<file path="config.mk">
export PLATFORM = sky130hd
export DESIGN_NAME = is_array_feeder_flat
export DESIGN_NICKNAME = d
export VERILOG_FILES = /design/src/rtl/is_array_feeder_if.sv /design/src/rtl/is_array_feeder.sv /design/src/flat_wrapper.sv
export SDC_FILE = /design/constraint.sdc
export NUM_CORES = 1
export LEC_CHECK = 0
export CORE_UTILIZATION = 45
export DETAILED_ROUTE_END_ITERATION = 6
export HOLD_SLACK_MARGIN = 0.06
export PLACE_DENSITY = 0.73
export SYNTH_ARGS = -nofsm -noshare
export SYNTH_HDL_FRONTEND = slang
export SYNTH_SLANG_ARGS = --single-unit
export TNS_END_PERCENT = 10
</file>
<file path="constraint.sdc">
create_clock -name clk -period 2.15 [get_ports clk]
set_clock_uncertainty 0.2 [all_clocks]
set_input_delay 0.43 -clock clk [delete_from_list [all_inputs] [get_ports clk]]
set_output_delay 0.43 -clock clk [all_outputs]
set_load 0.01 [all_outputs]
</file>
<file path="src/rtl/is_array_feeder_if.sv">
// Memory-side valid/ready streams plus the systolic array input buses.
// The feeder owns the master view and the environment owns the slave view.
interface is_array_feeder_if #(
    parameter int D_W = 8,
    parameter int N   = 8
) ();
    logic               w_valid;
    logic               w_ready;
    logic [N*D_W-1:0]   w_data;
    logic               a_valid;
    logic               a_ready;
    logic [N*D_W-1:0]   a_data;
    logic               load_weight;
    logic [N*D_W-1:0]   m1;
    logic [N*D_W-1:0]   m0;

    modport master (
        input  w_valid, w_data, a_valid, a_data,
        output w_ready, a_ready, load_weight, m1, m0
    );

    modport slave (
        output w_valid, w_data, a_valid, a_data,
        input  w_ready, a_ready, load_weight, m1, m0
    );
endinterface

</file>
<file path="src/rtl/is_array_feeder.sv">
// Sequencer feeding an input-stationary systolic array: loads N weight rows on m1,
// then streams skewed activation vectors on m0, drains the skew tail and pulses done.
module is_array_feeder #(
    parameter int D_W   = 8,
    parameter int N     = 8,
    parameter int T_MAX = 1024,
    parameter int SKEW  = 1,
    parameter int CW    = $clog2(T_MAX + 1)
) (
    input  logic              clk,
    input  logic              rst,
    input  logic              start,
    input  logic [CW-1:0]     num_vecs,
    is_array_feeder_if.master bus,
    output logic              busy,
    output logic              done,
    output logic [1:0]        phase,
    output logic [15:0]       stall_cnt
);
    localparam int DRAIN_CYC = (N - 1) * SKEW;
    localparam int RCW       = $clog2(N + 1);
    localparam int DCW       = $clog2(N + 1);

    typedef enum logic [2:0] {
        S_IDLE   = 3'd0,
        S_LOAD_W = 3'd1,
        S_GAP    = 3'd2,
        S_STREAM = 3'd3,
        S_DRAIN  = 3'd4,
        S_DONE   = 3'd5
    } state_t;

    state_t           state_r;
    state_t           state_s;
    state_t           tail_s;
    logic [CW-1:0]    num_r;
    logic [CW-1:0]    vec_cnt_r;
    logic [RCW-1:0]   row_cnt_r;
    logic [DCW-1:0]   drain_cnt_r;
    logic             w_ready_r;
    logic             a_ready_r;
    logic             load_weight_r;
    logic             busy_r;
    logic             done_r;
    logic [1:0]       phase_r;
    logic [15:0]      stall_r;
    logic [N*D_W-1:0] m1_r;
    logic [N*D_W-1:0] m0_r;
    logic [N*D_W-1:0] vec_r;
    logic [N*D_W-1:0] m0_s;
    logic             w_acc_s;
    logic             a_acc_s;

    function automatic logic [1:0] phase_of(input state_t s);
        case (s)
            S_IDLE:            phase_of = 2'd0;
            S_LOAD_W:          phase_of = 2'd1;
            S_STREAM, S_DRAIN: phase_of = 2'd2;
            S_GAP, S_DONE:     phase_of = 2'd3;
            default:           phase_of = 2'd0;
        endcase
    endfunction

    assign w_acc_s = bus.w_valid && w_ready_r;
    assign a_acc_s = bus.a_valid && a_ready_r;
    // Without skew there is no tail to drain, so DRAIN is bypassed entirely.
    assign tail_s  = (DRAIN_CYC == 0) ? S_DONE : S_DRAIN;

    // Next-state logic.
    always_comb begin
        state_s = state_r;
        case (state_r)
            S_IDLE:   if (start) state_s = S_LOAD_W; else state_s = S_IDLE;
            S_LOAD_W: if (w_acc_s && row_cnt_r == '0) state_s = S_GAP; else state_s = S_LOAD_W;
            S_GAP:    if (num_r == '0) state_s = tail_s; else state_s = S_STREAM;
            S_STREAM: if (a_acc_s && vec_cnt_r == num_r - CW'(1)) state_s = tail_s;
                      else state_s = S_STREAM;
            S_DRAIN:  if (drain_cnt_r == DCW'(DRAIN_CYC - 1)) state_s = S_DONE;
                      else state_s = S_DRAIN;
            S_DONE:   state_s = S_IDLE;
            default:  state_s = S_IDLE;
        endcase
    end

    // State, job counters and registered outputs; readies and status follow the next state.
    always_ff @(posedge clk) begin
        if (!rst) begin
            state_r       <= S_IDLE;
            num_r         <= '0;
            vec_cnt_r     <= '0;
            row_cnt_r     <= '0;
            drain_cnt_r   <= '0;
            w_ready_r     <= 1'b0;
            a_ready_r     <= 1'b0;
            load_weight_r <= 1'b0;
            busy_r        <= 1'b0;
            done_r        <= 1'b0;
            phase_r       <= 2'd0;
            stall_r       <= 16'd0;
            m1_r          <= '0;
            m0_r          <= '0;
            vec_r         <= '0;
        end else begin
            state_r       <= state_s;
            w_ready_r     <= (state_s == S_LOAD_W);
            a_ready_r     <= (state_s == S_STREAM);
            busy_r        <= (state_s != S_IDLE);
            done_r        <= (state_s == S_DONE);
            phase_r       <= phase_of(state_s);
            // The GAP-state write is the zero bubble that ends weight loading.
            load_weight_r <= w_acc_s;
            m1_r          <= w_acc_s ? bus.w_data : '0;
            vec_r         <= a_acc_s ? bus.a_data : '0;
            m0_r          <= m0_s;
            if (state_r == S_IDLE && start) begin
                num_r       <= (num_vecs > CW'(T_MAX)) ? CW'(T_MAX) : num_vecs;
                row_cnt_r   <= RCW'(N - 1);
                vec_cnt_r   <= '0;
                drain_cnt_r <= '0;
                stall_r     <= 16'd0;
            end else begin
                if (w_acc_s) row_cnt_r <= row_cnt_r - RCW'(1);
                if (a_acc_s) vec_cnt_r <= vec_cnt_r + CW'(1);
                if (state_r == S_STREAM && !bus.a_valid && stall_r != 16'hFFFF)
                    stall_r <= stall_r + 16'd1;
                if (state_r == S_DRAIN) drain_cnt_r <= drain_cnt_r + DCW'(1);
            end
        end
    end

    // Lane r of every entered vector is delayed r*SKEW extra cycles for the diagonal feed.
    for (genvar r = 0; r < N; r++) begin : g_lane
        localparam int DEP = r * SKEW;
        if (DEP == 0) begin : g_direct
            assign m0_s[r*D_W +: D_W] = vec_r[r*D_W +: D_W];
        end else begin : g_delay
            logic [D_W-1:0] dly_r [DEP];
            // Per-lane skew shift register, cleared by reset so no tail survives an abort.
            always_ff @(posedge clk) begin
                if (!rst) begin
                    for (int i = 0; i < DEP; i++) dly_r[i] <= '0;
                end else begin
                    dly_r[0] <= vec_r[r*D_W +: D_W];
                    for (int i = 1; i < DEP; i++) dly_r[i] <= dly_r[i-1];
                end
            end
            assign m0_s[r*D_W +: D_W] = dly_r[DEP-1];
        end
    end

    assign bus.w_ready     = w_ready_r;
    assign bus.a_ready     = a_ready_r;
    assign bus.load_weight = load_weight_r;
    assign bus.m1          = m1_r;
    assign bus.m0          = m0_r;
    assign busy            = busy_r;
    assign done            = done_r;
    assign phase           = phase_r;
    assign stall_cnt       = stall_r;
endmodule

</file>
<file path="src/flat_wrapper.sv">
// flat-port wrapper written by rule: the top's interface ports become plain ports
module is_array_feeder_flat 
#(
    parameter int D_W   = 8,
    parameter int N     = 8,
    parameter int T_MAX = 1024,
    parameter int SKEW  = 1,
    parameter int CW    = $clog2(T_MAX + 1)
)
  (clk, rst, start, num_vecs, busy, done, phase, stall_cnt, bus_w_valid, bus_w_data, bus_a_valid, bus_a_data, bus_w_ready, bus_a_ready, bus_load_weight, bus_m1, bus_m0);
  is_array_feeder_if #(.D_W(D_W), .N(N)) bus_i ();
  input  logic clk;
  input  logic rst;
  input  logic start;
  input  logic [CW-1:0] num_vecs;
  output logic busy;
  output logic done;
  output logic [1:0] phase;
  output logic [15:0] stall_cnt;
  input wire logic [$bits(bus_i.w_valid)-1:0] bus_w_valid;
  input wire logic [$bits(bus_i.w_data)-1:0] bus_w_data;
  input wire logic [$bits(bus_i.a_valid)-1:0] bus_a_valid;
  input wire logic [$bits(bus_i.a_data)-1:0] bus_a_data;
  output wire logic [$bits(bus_i.w_ready)-1:0] bus_w_ready;
  output wire logic [$bits(bus_i.a_ready)-1:0] bus_a_ready;
  output wire logic [$bits(bus_i.load_weight)-1:0] bus_load_weight;
  output wire logic [$bits(bus_i.m1)-1:0] bus_m1;
  output wire logic [$bits(bus_i.m0)-1:0] bus_m0;
  assign bus_i.w_valid = bus_w_valid;
  assign bus_i.w_data = bus_w_data;
  assign bus_i.a_valid = bus_a_valid;
  assign bus_i.a_data = bus_a_data;
  assign bus_w_ready = bus_i.w_ready;
  assign bus_a_ready = bus_i.a_ready;
  assign bus_load_weight = bus_i.load_weight;
  assign bus_m1 = bus_i.m1;
  assign bus_m0 = bus_i.m0;
  is_array_feeder #(.D_W(D_W), .N(N), .T_MAX(T_MAX), .SKEW(SKEW), .CW(CW)) u_core (.clk(clk), .rst(rst), .start(start), .num_vecs(num_vecs), .bus(bus_i), .busy(busy), .done(done), .phase(phase), .stall_cnt(stall_cnt));
endmodule
</file>
==> out/qor.txt <==
Leak Pwr - 7.71 nW
Capture endpoint of the worst hold path - u_core.g_lane[6].g_delay.dly_r[0][7]
Die span in y - 177 um
Pre-Repair DR Iteration Count - 4
Number of clock buffers inserted by TritonCTS - 46
Placeable core area - 30000 um2
Starting density of the core - 46.1%
Pre-CTS setup slack - -0.220 ns
Number of setup violations in the final report - 4
Floorplan die width - 177 um
Worst slew margin relative to its limit - 56.9%
Async set-or-reset flop fraction in the synthesized netlist - 0%
Clk_lat worst skew - 0.54 ns
Sequential fraction of the synthesis area - 68.4%
Num Clock Sinks - 472
RePlAce Congestion - 0.786
Cell area power density - 928 nW/um2
Data arrival time of the worst path - 2.43 ns
Clock-pin slew on the worst setup and hold paths - 0.06 ns
Hold Crit Depth - 1
Warnings, synthesis - 0
Antenna violations before repair - 0
Met3 wire len - 2.54 mm
Total number of H-tree levels - 2
Unique cell type count in the Yosys netlist - 47
Peak fanout along the critical path - 6
Vias per std cell - 4.39
Maximum operating frequency - 452 MHz
Post-synthesis area per instance - 11.6 um2
Clock root buffer - sky130_fd_sc_hd__clkbuf_16
Final period utilization - 103%
Post-Route WL - 24.2 mm
Hold path startpoint - u_core.vec_r[55]
Final standard cell utilization of the core - 63.2%
Ratio of cells with drive above 1 in the final layout - 7.41%
Area growth from synthesis to layout - 37.1%
Global-route congestion overflow total - 0
Crit path time final - 2.21 ns
DR WL met2 - 11.2 mm
Via count of the first global-routing pass - 8032
Count of maximum capacitance violations - 0
Unrepaired setup endpoints after global routing - true
Clock Tree Buf Depth - 3
Number of design rule violations left after detail routing - 0
Top Ports - 295
Violation count after the first detailed-route iteration - 278
Crit. End Element - flop
Category of the most critical setup path - flop to flop
Quantity of I/O buffers inserted on ports - 294
Number of enable flip-flop cells after synthesis - 0
Overall Global Routing Usage - 15.2%
Count of vias placed by the detailed router - 8464
Flip-flop and latch count after synthesis - 472
Maximum number of pins on one net before global-route repair - 100
Uppermost signal routing layer after detailed routing - met4
Post-synthesis cell area - 13800 um2
Routed metal-1 wirelength - 9.95 mm
Global-route wire length before repair - 38.8 mm
Failing checks - setup timing
Die outline area - 31400 um2
TritonCTS clock tree - yes
Placed wire-length estimate after detailed placement - 16.0 mm
Reg2Reg Launch Point - u_core.num_r[2]
Top FF cell, synth - sky130_fd_sc_hd__dfxtp_1
Net count of the mapped netlist - 1341
Hold WS - 0.225 ns
Outcome - complete, but fails checks
Data required time at the worst endpoint - 2.36 ns
Post-route setup slack - -0.0647 ns
Class of the worst hold path - flop to flop
Final hold violations - 0
Worst setup SP type - flop
Worst IR drop on VDD - 0.622 mV
Number of inserted diodes - 0
Number of placement rows - 63
Final layout net count - 1660
Max Slew Vio Count - 0
Worst Reg-to-Reg Cells - 7
Wire length per cell after detailed routing - 12.6 um
Number of nets with antenna violations after detailed routing - 0
Transition at the pin with the smallest max-transition slack - 0.638 ns
Worst reg2reg setup slack - -0.06 ns
RR Endpoint - u_core.state_r[0]
Number of cells produced by synthesis - 1190
[state kept, by name, summed over array words and instances (netlist names)]
register / flops
u_core.g_lane.g_delay.dly_r: 224
u_core.bus.m0: 64
u_core.bus.m1: 64
u_core.vec_r: 64
u_core.stall_cnt: 16
u_core.num_r: 11
u_core.vec_cnt_r: 11
u_core.drain_cnt_r: 4
u_core.row_cnt_r: 4
u_core.state_r: 3
u_core.phase: 2
u_core.bus.a_ready: 1
u_core.bus.load_weight: 1
u_core.bus.w_ready: 1
u_core.busy: 1
u_core.done: 1
[power breakdown]
group          switching, W  internal [W]
registers         0.0000384       0.00881
clock network       0.00315       0.00487
logic              0.000272      0.000437
total               0.00346        0.0141
[cells in the mapped netlist (3+ instances only)]
cell                         n  area share [%]
sky130_fd_sc_hd__dfxtp_1   472              68
sky130_fd_sc_hd__and2_1    417              19
sky130_fd_sc_hd__clkbuf_1   56             1.5
sky130_fd_sc_hd__nor2_1     43             1.2
sky130_fd_sc_hd__nand2_1    22            0.60
sky130_fd_sc_hd__xor2_1     20             1.3
sky130_fd_sc_hd__xnor2_1    19             1.2
sky130_fd_sc_hd__inv_1      12            0.33
sky130_fd_sc_hd__a21oi_1    11            0.40
sky130_fd_sc_hd__and3_1     11            0.50
sky130_fd_sc_hd__nand3_1    11            0.40
sky130_fd_sc_hd__nand4_1     9            0.41
sky130_fd_sc_hd__o21ai_0     8            0.29
sky130_fd_sc_hd__ha_1        7            0.63
sky130_fd_sc_hd__a22o_1      6            0.38
sky130_fd_sc_hd__nor3_1      6            0.22
sky130_fd_sc_hd__a21boi_0    5            0.27
sky130_fd_sc_hd__nor4_1      5            0.23
sky130_fd_sc_hd__nand2b_1    4            0.18
sky130_fd_sc_hd__o21a_1      4            0.22
sky130_fd_sc_hd__nor3b_1     3            0.16
sky130_fd_sc_hd__o31a_1      3            0.19
sky130_fd_sc_hd__or3_1       3            0.14
sky130_fd_sc_hd__or4b_1      3            0.22
[layer usage]
layer | track usage [%] | vias up
met1 | 17.6 | 3785
met2 | 25.5 | 264
li1 | - | 4371
met5 | 0 | -
met4 | 5.24 | 0
met3 | 6.06 | 44
[cell families after synthesis]
family | count (synthesis) | share of synthesized area [%]
and+or+nand+nor | 550 | 23.9
DFF | 472 | 68.4
buffers and inverters | 70 | 1.91
AOI/OAI and AO/OA | 50 | 2.50
xor gates and xnor gates | 39 | 2.47
adders and majority gates | 7 | 0.634
muxes | 2 | 0.145
[worst max path at each step]
stage | startpoint | end | cells past startpoint
after detailed placement | bus_w_valid | u_core.state_r[0] | 6
after CTS | u_core.num_r[2] | u_core.state_r[0] | 7
after global routing | u_core.num_r[2] | u_core.state_r[2] | 8
after floorplan | u_core.num_r[2] | u_core.bus.w_ready | 6
after global placement | bus_w_valid | u_core.state_r[0] | 6
final | u_core.num_r[2] | u_core.state_r[0] | 7
[worst max-delay path, cell delays in order, from the launching register on]
cell,delay (ns)
sky130_fd_sc_hd__dfxtp_2,0.34
sky130_fd_sc_hd__nor4_4,0.26
sky130_fd_sc_hd__buf_4,0.19
sky130_fd_sc_hd__nand4_4,0.12
sky130_fd_sc_hd__xnor2_2,0.17
sky130_fd_sc_hd__nor4_2,0.37
sky130_fd_sc_hd__a31oi_1,0.18
sky130_fd_sc_hd__o31a_1,0.27
[repair_timing]
item | in CTS | in global routing
hold endpoints to repair | 20 | 0
endpoints found under the setup margin | 17 | 9
hold buffers | 1 | 0
pin swaps | 4 | 3
resized for setup | 16 | 5
setup buffers | 1 | 0
[placed cells by master (no fill, tap or decap), drive strengths merged, types with 4 or more instances in the layout]
| cell type | netlist | final |
|---|---|---|
| a21boi | 6 | 6 |
| a21oi | 11 | 11 |
| a22o | 6 | 6 |
| and2 | 418 | 418 |
| and3 | 11 | 11 |
| buf | 2 | 35 |
| bufinv | 0 | 6 |
| clkbuf | 56 | 65 |
| clkdlybuf4s50 | 0 | 282 |
| clkinv | 0 | 6 |
| dfxtp | 472 | 472 |
| dlygate4sd2 | 0 | 8 |
| ha | 7 | 7 |
| inv | 12 | 13 |
| nand2 | 22 | 22 |
| nand2b | 4 | 4 |
| nand3 | 11 | 11 |
| nand4 | 10 | 10 |
| nor2 | 43 | 43 |
| nor3 | 6 | 6 |
| nor4 | 6 | 6 |
| o21a | 4 | 4 |
| o21ai | 9 | 9 |
| xnor2 | 19 | 19 |
| xor2 | 20 | 20 |
[stage by stage]
| step | cell area [um2] | total power, W | setup TNS [ns] | instances |
|---|---|---|---|---|
| final | 18900 | 0.0176 | -0.136 | 1929 |
| after global routing | 18900 | 0.0182 | -0.535 | 1929 |
| after CTS | 18900 | 0.0178 | -0.128 | 1929 |
| after detailed placement | 17400 | 0.00973 | -3.71 | 1849 |
| after global placement | 17400 | 0.00972 | -2.92 | 1849 |
| after floorplan | 13800 | 0.00929 | 0 | 1190 |
[final cells by class]
class,count,area (um2)
Fill cell,2367,11000
Sequential cell,472,9460
Multi-Input combinational cell,648,4140
Timing Repair Buffer,329,3290
Clock buffer,65,1280
Tap cell,390,488
Clock inverter,13,241
Inverter,12,45.0
No activity file was read; power rests on OpenSTA's default activity.
